<file path="src/rtl/alct_popcount49.sv">
// Combinational one-count of a 49-bit word: seven 7-bit groups, pairwise sums,
// then a final sum (three adder levels).
module alct_popcount49 (
   input  logic [48:0] data,
   output logic [5:0]  count
);

   logic [2:0] lvl1 [7];
   logic [3:0] lvl2 [4];

   // NOTE: combinational blocks use blocking '=' so later statements see the
   // freshly computed partial sums; every output is assigned on every pass.
   always_comb begin
      for (int g = 0; g < 7; g++) begin
         lvl1[g] = '0;
         for (int b = 0; b < 7; b++) begin
            lvl1[g] = lvl1[g] + 3'(data[7*g+b]);
         end
      end
      lvl2[0] = 4'(lvl1[0]) + 4'(lvl1[1]);
      lvl2[1] = 4'(lvl1[2]) + 4'(lvl1[3]);
      lvl2[2] = 4'(lvl1[4]) + 4'(lvl1[5]);
      lvl2[3] = 4'(lvl1[6]);
      count   = 6'(lvl2[0]) + 6'(lvl2[1]) + 6'(lvl2[2]) + 6'(lvl2[3]);
   end

endmodule

</file>
<file path="config.mk">
export PLATFORM = sky130hd
export DESIGN_NAME = alct_popcount49
export DESIGN_NICKNAME = d
export VERILOG_FILES = /design/src/rtl/alct_popcount49.sv
export SDC_FILE = /design/constraint.sdc
export NUM_CORES = 1
export LEC_CHECK = 0
export ABC_AREA = 1
export ABC_CLOCK_PERIOD_IN_PS = 7000
export CORE_MARGIN = 8
export CORE_UTILIZATION = 35
export DETAILED_ROUTE_END_ITERATION = 8
export PLACE_DENSITY_LB_ADDON = 0.15
export SLEW_MARGIN = 20
export SYNTH_ARGS = -nofsm -noshare
export SYNTH_HDL_FRONTEND = slang
export SYNTH_SLANG_ARGS = --single-unit
</file>
<file path="constraint.sdc">
create_clock -name vclk -period 7
set_input_delay 1.4 -clock vclk [all_inputs]
set_output_delay 1.4 -clock vclk [all_outputs]
set_load 0.005 [all_outputs]
</file>
==> Word-level counts from Yosys, hierarchy flattened <==
Index checks and enable logic that the tools add are counted.
W data, S select, Z words.
{ "classes": {"addsub": 48} }
{ "op_table": {"columns": ["cell", "n"], "rows": [
  ["$add A3 B1 Y3", 28],
  ["$add A2 B1 Y3", 7],
  ["$add A1 B1 Y2", 7],
  ["$add A3 B3 Y4", 3],
  ["$add A5 B4 Y6", 1],
  ["$add A6 B3 Y6", 1],
  ["$add A4 B4 Y5", 1]
]} }
{ "totals": {"regBits": 0, "in_bits": 49, "output_inout_bits": 6, "wordCells": 48} }

==> Logic depth before layout (Yosys ltp) <==
Gate-level depths: netlist of run 1.
{ "depth": {"ltp_word": 10, "depth_mapped": 19, "ltp_nobuf": 19} }

==> Worst setup path after synthesis of run 1 <==
OpenSTA, ideal clock, no wires.
{ "synth_path": {"path_kind": "input to output", "from": "in data[35]", "to": "out count[4]", "t_arrival_ns": 5.841, "required_time_ns": 5.600, "slack_ns": -0.241, "path_stages": 19, "n_path_buf": 0, "cell_sequence": "inv_1 > fa_1 > fa_1 > inv_1 > fa_1 > inv_1 > fa_1 > inv_1 > fa_1 > fa_1 > inv_1 > fa_1 > fa_1 > inv_1 > fa_1 > nand2_1 > nand2_1 > nand3_1 > nand2_1"} }
{ "synth_between": {"elab_chain_len": 9} }
{ "synth_lines": {"columns": ["element", "line_no", "rtl"], "rows": [
  ["from (decl)", "4", "input logic [48:0] data,"],
  ["$add A1 B1 Y2", "17", "lvl1[g] = lvl1[g] + 3'(data[7*g+b]);"],
  ["$add A2 B1 Y3", "17", null],
  ["$add A3 B1 Y3 (4 in series)", "17", null],
  ["$add A3 B3 Y4", "22", "lvl2[2] = 4'(lvl1[4]) + 4'(lvl1[5]);"],
  ["$add A5 B4 Y6", "24", "count = 6'(lvl2[0]) + 6'(lvl2[1]) + 6'(lvl2[2]) + 6'(lvl2[3]);"],
  ["$add A6 B3 Y6", "24", null],
  ["to (decl)", "5", "output logic [5:0] count"]
]} }
No other way between the ends.

==> Worst setup path in the final report of run 1 <==
{ "layout_path": {"from": "in data[11]", "to": "out count[4]"} }
{ "layout_between": {"elab_chain_len": 7} }
{ "layout_lines": {"columns": ["element", "line_no", "rtl"], "rows": [
  ["$add A3 B1 Y3 (3 in series)", "17", null],
  ["$add A3 B3 Y4", "20", "lvl2[0] = 4'(lvl1[0]) + 4'(lvl1[1]);"],
  ["$add A4 B4 Y5", "24", null],
  ["$add A5 B4 Y6", "24", null],
  ["$add A6 B3 Y6", "24", null]
]} }
No other way between the ends.

==> flow_metrics.py, run 1 <==
metrics = {
    "status": {
        "status": "finished with violations",
        "violations": "setup timing",
    },
    "die": {
        "rows": 22,
        "initial_core_util_pct": 35.7,
        "die_h_um": 76.7,
        "dieWidth_um": 76.7,
        "die_area_um2": 5880,
        "io_pins": 55,
        "core_area_um2": 3610,
    },
    "timing": {
        "finalHoldViolCount": 0,
        "fin_crit_sh_pct": 108,
        "final-setup-viol-count": 6,
        "rsz0062_at_grt": "yes",
        "slew_headroom_pct": 87.1,
        "finalSetupTns_ns": -2.60,
        "max_slew.worst_pin.slew_ns": 0.193,
        "timing.hold.ws_ns": 3.62,
        "fmax_ghz": 0.133,
        "drv_slew": 0,
        "period_needed_ns": 7.53,
        "setup_slack_ns": -0.527,
    },
    "routing": {
        "via_per_inst": 4.05,
        "ant_nets": 0,
        "postRouteWirelength_mm": 2.44,
        "firstDrtPassIters": 2,
        "drtIter0Drc": 15,
        "vias": 1009,
        "drcViolationCount": 0,
        "wl_per_cell_um": 9.82,
    },
    "worst_setup_path": {
        "worst-path-max-fanout": 3,
        "crit_slowest_cell": "fa_1",
        "crit_type": "primary input to primary output",
        "crit_arrival_ns": 6.13,
        "crit_family": "adder cells",
        "cp-end-kind": "primary output",
        "crit_top_cell": "fa_1",
        "max_stage_delay_ns": 0.55,
        "worst-path-buf-inv": 4,
        "cp.required_ns": 5.60,
        "path_cells": "dlygate4sd2_1 -> fa_1 -> fa_1 -> fa_1 -> fa_1 -> fa_1 -> fa_1 -> inv_1 -> fa_1 -> fa_2 -> inv_2 -> fa_2 -> nand2_1 -> nand2_1 -> nand3_1 -> nand2_1 -> buf_2",
        "worstSetupStartpointType": "primary input",
    },
    "synth": {
        "syn-cell-area_um2": 1290,
        "syn_nets": 242,
        "synthCells": 144,
        "synthDistinctLibCells": 8,
        "yosys_warnings": 0,
        "yosysSeqAreaShare_pct": 0,
        "syn_area_per_cell_um2": 8.94,
    },
    "cells_and_area": {
        "nFlopsAndLatches": 0,
        "final_cell_mix": "inv_1 (61), fa_1 (38), clkdlybuf4s50_1 (25)",
        "fin_util_pct": 51.2,
        "area_growth_pct": 43.3,
        "layout_commonest_cell": "inv_1",
        "multi_input_area_um2": 1040,
        "final.clkbuf_count": 0,
        "num_antenna_cells": 0,
        "fillers": 375,
        "drive_gt1_share_pct": 20.9,
        "register_area_um2": 0,
        "fin_nets": 301,
    },
    "global_route": {
        "grt_pass1_wl_mm": 4.47,
        "grtUsageTotal_pct": 8.40,
        "grt_remaining_overflow": 0,
        "antenna_found_initial": 0,
        "grt_pass1_vias": 1112,
        "grt_max_degree": 7,
    },
    "placed_design": {
        "place.gp.congestion": 0.742,
        "place_hpwl_mm": 2.37,
        "preCtsSetupSlack_ns": -1.33,
        "numPortBuffers": 55,
    },
    "worst_hold_path": {
        "min_to": "count[0]",
        "holdPathStages": 5,
        "hold_path.class": "primary input to primary output",
        "worst_hold_startpoint": "data[4]",
    },
    "run": {
        "maxCapViolations": 0,
    },
}
-- final cells by class --
type | instances | share of cell area (%)
Multi-Input combinational cell | 72 | 56.5
Inverter | 72 | 14.6
Tap cell | 48 | 3.25
Timing Repair Buffer | 57 | 25.6
-- stage by stage --
step	cells	area, um2
final	249	1850
after CTS	249	1850
after floorplan	144	1290
after global routing	249	1850
after detailed placement	248	1910
after global placement	248	1910
-- per-layer routing --
| metal | global-route usage [%] | up-vias | part of all wire [%] |
|---|---|---|---|
| li1 | - | 493 | - |
| met1 | 10.5 | 484 | 42 |
| met2 | 15.5 | 32 | 53 |
| met3 | 1.52 | 0 | 5.7 |
| met4 | 0 | 0 | 0 |
| met5 | 0 | - | 0 |
-- worst max path at each step --
stage | to | startpoint | cells past startpoint | slack [ns]
floorplan | count[4] | data[41] | 18 | -0.20
global placement | count[4] | data[0] | 18 | -1.29
detailed placement | count[4] | data[0] | 18 | -1.33
CTS | count[4] | data[45] | 21 | -0.65
global route | count[4] | data[45] | 21 | -0.71
finish | count[4] | data[11] | 17 | -0.53
-- cells by family (layout without fill, tap and decap cells) --
group / after synthesis / after routing / share of synthesized area, %
buffers and inverters: 72 / 129 / 21.0
adders and majority gates: 49 / 49 / 70.9
xor gates and xnor gates: 1 / 1 / 0.680
AOI/OAI and AO/OA: 3 / 3 / 1.17
and+or+nand+nor: 19 / 19 / 6.22
-- timing repair --
action | CTS | global route
setup endpoints to repair | 6 | 6
gates resized for setup | 72 | 33
hold endpoints to repair | 0 | 0
buffers inserted | 1 | 1
cloned | 0 | 0
hold buffers | 0 | 0
pin swaps | 28 | 24
-- cell usage after synthesis --
master   count  share of area (%)
fa_1        40                 62
inv_1       72                 21
a21oi_1      3                1.2
nor2_1       2               0.58
xor2_1       1               0.68
nand3_1      7                2.7
nand2_1     10                2.9
ha_1         9                8.7
Power of run 1 is not shown: default switching activity piles up to over one toggle a cycle in this logic, so the estimate is an artifact.
==> inputs of run 2 (changes only) <==
--- a/config.mk
+++ b/config.mk
@@ -7,8 +7,9 @@
 export LEC_CHECK = 0
 export ABC_AREA = 1
 export ABC_CLOCK_PERIOD_IN_PS = 7000
+export CORE_ASPECT_RATIO = 2
 export CORE_MARGIN = 8
-export CORE_UTILIZATION = 35
+export CORE_UTILIZATION = 41
 export DETAILED_ROUTE_END_ITERATION = 8
 export PLACE_DENSITY_LB_ADDON = 0.15
 export SLEW_MARGIN = 20
==> flow_metrics.py, run 2 (synthesis gave the netlist of run 1 again) <==
metrics = {
    "timing": {
        "fin_crit_sh_pct": 109,
        "final-setup-viol-count": 6,
        "max_slew.worst_pin.slew_ns": 0.191,
        "finalHoldViolCount": 0,
        "rsz0062_at_grt": "yes",
        "fmax_ghz": 0.131,
        "slew_headroom_pct": 87.3,
        "setup_slack_ns": -0.610,
        "timing.hold.ws_ns": 3.62,
        "period_needed_ns": 7.61,
        "drv_slew": 0,
    },
    "routing": {
        "drcViolationCount": 0,
        "ant_nets": 0,
        "wl_per_cell_um": 11.8,
        "via_per_inst": 4.29,
        "firstDrtPassIters": 2,
        "postRouteWirelength_mm": 2.74,
        "vias": 996,
        "drtIter0Drc": 6,
    },
    "run": {
        "maxCapViolations": 0,
    },
    "worst_setup_path": {
        "crit_slowest_cell": "fa_1",
        "max_stage_delay_ns": 0.57,
        "worst-path-max-fanout": 3,
        "cp.required_ns": 5.60,
        "path_cells": "dlygate4sd2_1 -> fa_1 -> fa_2 -> fa_1 -> fa_1 -> fa_1 -> fa_1 -> inv_2 -> fa_1 -> fa_2 -> inv_2 -> fa_2 -> nand2_1 -> nand2_1 -> nand3_1 -> nand2_1 -> buf_2",
        "crit_type": "primary input to primary output",
        "worstSetupStartpointType": "primary input",
        "cp-end-kind": "primary output",
        "crit_top_cell": "fa_1",
        "endpoint": "count[4]",
        "crit_arrival_ns": 6.21,
        "startpoint": "data[15]",
    },
    "cells_and_area": {
        "nFlopsAndLatches": 0,
        "fillers": 301,
        "fin_util_pct": 59.0,
        "layout_commonest_cell": "inv_1",
        "area_growth_pct": 41.4,
        "num_antenna_cells": 0,
        "fin_nets": 301,
        "final.clkbuf_count": 0,
        "multi_input_area_um2": 1040,
        "drive_gt1_share_pct": 25.4,
        "final_cell_mix": "inv_1 (56), fa_1 (37), clkdlybuf4s50_1 (25)",
        "register_area_um2": 0,
    },
    "global_route": {
        "grt_pass1_vias": 1245,
        "grt_remaining_overflow": 0,
        "antenna_found_initial": 0,
        "grt_pass1_wl_mm": 5.11,
        "grtUsageTotal_pct": 11.3,
        "grt_max_degree": 7,
    },
    "placed_design": {
        "numPortBuffers": 55,
        "preCtsSetupSlack_ns": -1.34,
        "place_hpwl_mm": 2.68,
        "place.gp.congestion": 0.717,
    },
    "die": {
        "dieWidth_um": 55.6,
        "io_pins": 55,
        "die_h_um": 95.3,
        "die_area_um2": 5300,
        "core_area_um2": 3080,
        "initial_core_util_pct": 41.7,
        "rows": 29,
    },
    "worst_hold_path": {
        "hold_path.class": "primary input to primary output",
        "holdPathStages": 5,
    },
    "status": {
        "status": "finished with violations",
        "violations": "setup timing",
    },
}
## run 2: critical path, delay by kind of cell
| family | cells | cell delay, ns |
|---|---|---|
| buffers and inverters | 4 | 0.45 |
| and+or+nand+nor | 4 | 0.23 |
| adders and majority gates | 9 | 4.12 |
## run 2: metrics by stage
stage	area [um2]	std cells	setup TNS (ns)
after floorplan	1290	144	-0.554
after global placement	1890	231	-7.14
after detailed placement	1890	231	-7.35
after CTS	1840	232	-3.61
after global routing	1820	232	-4.14
final	1820	232	-2.95
## run 2: cell type report
| cell class | count | share of cell area [%] |
|---|---|---|
| multi-input combinational | 72 | 57.4 |
| timing repair buffer | 57 | 25.6 |
| inverter | 72 | 14.8 |
| tap | 31 | 2.13 |
## run 2: repair_timing
item / 4_1_cts / 5_1_grt
gates resized for setup: 90 / 31
pin swaps: 25 / 25
endpoints found under the setup margin: 6 / 6
buffers inserted: 1 / 1
hold buffers: 0 / 0
## run 2: worst min path at each step
stage | start | endpoint | slack, ns
2_1_floorplan | data[4] | count[0] | 3.08
3_3_place_gp | data[4] | count[0] | 3.95
3_5_place_dp | data[4] | count[0] | 3.96
4_1_cts | data[4] | count[0] | 3.61
5_1_grt | data[2] | count[0] | 3.64
6_report | data[4] | count[0] | 3.62
## run 2: layer usage
layer / up-vias / track usage (%) / share of wire, %
met5: - / 0 / 0
met4: 0 / 0 / 0
met3: 0 / 1.73 / 6.1
met2: 30 / 23.6 / 59
met1: 473 / 12.0 / 35
li1: 493 / - / -
Power of run 2 is left out for the same reason.
==> inputs of run 3 (changes only) <==
--- a/config.mk
+++ b/config.mk
@@ -7,12 +7,14 @@
 export LEC_CHECK = 0
 export ABC_AREA = 1
 export ABC_CLOCK_PERIOD_IN_PS = 7000
-export CORE_ASPECT_RATIO = 2
 export CORE_MARGIN = 8
-export CORE_UTILIZATION = 41
+export CORE_UTILIZATION = 62
 export DETAILED_ROUTE_END_ITERATION = 8
+export DONT_BUFFER_PORTS = 1
+export GPL_ROUTABILITY_DRIVEN = 0
 export PLACE_DENSITY_LB_ADDON = 0.15
 export SLEW_MARGIN = 20
 export SYNTH_ARGS = -nofsm -noshare
 export SYNTH_HDL_FRONTEND = slang
 export SYNTH_SLANG_ARGS = --single-unit
+export TNS_END_PERCENT = 50
==> flow_metrics.py, run 3 (synthesis gave the netlist of run 1 again) <==
metrics = {
    "worst_hold_path": {
        "holdPathStages": 3,
        "worst_hold_startpoint": "data[4]",
        "min_to": "count[0]",
        "hold_path.class": "primary input to primary output",
    },
    "global_route": {
        "grt_max_degree": 7,
        "grt_pass1_wl_mm": 3.99,
        "antenna_found_initial": 0,
        "top_usage_layer": "met2",
        "met1_usage_pct": 17.0,
        "use_met3_pct": 2.92,
        "grt_remaining_overflow": 0,
        "met2_usage_pct": 23.0,
        "grt_pass1_vias": 957,
        "grtUsageTotal_pct": 13.2,
    },
    "placed_design": {
        "place_hpwl_mm": 2.10,
        "dpl_cell_area_um2": 1330,
        "numPortBuffers": 0,
    },
    "routing": {
        "drtIter0Drc": 12,
        "ant_nets": 0,
        "firstDrtPassIters": 5,
        "drcViolationCount": 0,
        "via_per_inst": 4.49,
        "vias": 782,
        "postRouteWirelength_mm": 2.18,
        "wl_per_cell_um": 12.5,
    },
    "worst_setup_path": {
        "cp.required_ns": 5.60,
        "worstSetupStartpointType": "primary input",
        "cp-end-kind": "primary output",
        "worst-path-max-fanout": 3,
        "crit_arrival_ns": 6.01,
        "crit_type": "primary input to primary output",
        "startpoint": "data[41]",
    },
    "die": {
        "rows": 16,
        "initial_core_util_pct": 65.6,
        "dieWidth_um": 61.6,
        "die_h_um": 61.6,
        "io_pins": 55,
        "core_area_um2": 1960,
        "die_area_um2": 3790,
    },
    "cells_and_area": {
        "layout_commonest_cell": "inv_1",
        "num_antenna_cells": 0,
        "stdcell_area_um2": 1380,
        "area_growth_pct": 7.29,
        "drive_gt1_share_pct": 10.9,
        "final.clkbuf_count": 0,
        "fin_nets": 247,
        "fillers": 170,
        "register_area_um2": 0,
        "nFlopsAndLatches": 0,
        "final_cell_mix": "inv_1 (66), fa_1 (38), nand2_1 (9), ha_1 (9), inv_2 (5)",
    },
    "timing": {
        "final-setup-viol-count": 6,
        "period_needed_ns": 7.41,
        "rsz0062_at_grt": "yes",
        "finalHoldViolCount": 0,
        "slew_headroom_pct": 82.7,
        "fmax_ghz": 0.135,
        "setup_slack_ns": -0.409,
        "drv_slew": 0,
        "max_slew.worst_pin.slew_ns": 0.259,
        "fin_crit_sh_pct": 106,
    },
    "status": {
        "violations": "setup timing",
        "status": "finished with violations",
    },
    "run": {
        "maxCapViolations": 0,
    },
}
## run 3: cell count changes in the layout (fill, tap and decap cells not counted), sizes merged
cell           delta
buf              -13
dlygate4sd2       -2
clkdlybuf4s15     -3
clkdlybuf4s50    -25
clkbuf           -11
## run 3: final cells by class
| cell class | count | area (um2) | share of cell area, % |
|---|---|---|---|
| Inverter | 72 | 278 | 20.1 |
| Tap cell | 27 | 33.8 | 2.45 |
| Multi-Input combinational cell | 72 | 1050 | 75.8 |
| Timing Repair Buffer | 3 | 22.5 | 1.63 |
## run 3: stage by stage
stage / std cells / hold slack, ns / TNS, ns / utilization [%] / worst slack, ns
after CTS: 173 / 3.10 / -1.77 / 69.3 / -0.395
final: 174 / 3.10 / -1.73 / 70.4 / -0.409
after global placement: 172 / 3.10 / -1.27 / 68.0 / -0.318
after detailed placement: 172 / 3.10 / -1.65 / 68.0 / -0.413
after global routing: 174 / 3.13 / -2.78 / 70.4 / -0.585
after floorplan: 144 / 3.08 / -0.557 / - / -0.204
## run 3: routing by layer
layer | vias up | routed length (um)
met2 | 33 | 1120
li1 | 385 | -
met4 | 0 | 0
met5 | - | 0
met1 | 364 | 845
met3 | 0 | 207
## run 3: how the worst max path moves through the flow
| stage | endpoint | slack, ns | cells after the start |
|---|---|---|---|
| after detailed placement | count[4] | -0.41 | 18 |
| after CTS | count[4] | -0.40 | 19 |
| after global routing | count[2] | -0.59 | 17 |
| after global placement | count[4] | -0.32 | 18 |
| final | count[2] | -0.41 | 17 |
| after floorplan | count[4] | -0.20 | 18 |
## run 3: repair_timing
item | in CTS | in global routing
hold buffers | 0 | 0
pin swaps | 1 | 2
buffers inserted | 1 | 1
endpoints found under the setup margin | 6 | 6
resized for setup | 7 | 5
## run 3: worst max-delay path, stage by stage
cell	delay [ns]
fa_1	0.51
inv_1	0.04
fa_1	0.48
inv_1	0.05
fa_1	0.48
inv_1	0.05
fa_1	0.49
inv_2	0.04
fa_1	0.48
fa_1	0.52
inv_1	0.05
fa_1	0.49
fa_2	0.19
inv_2	0.04
fa_2	0.37
buf_4	0.16
xor2_2	0.17
Power of run 3 is left out for the same reason.
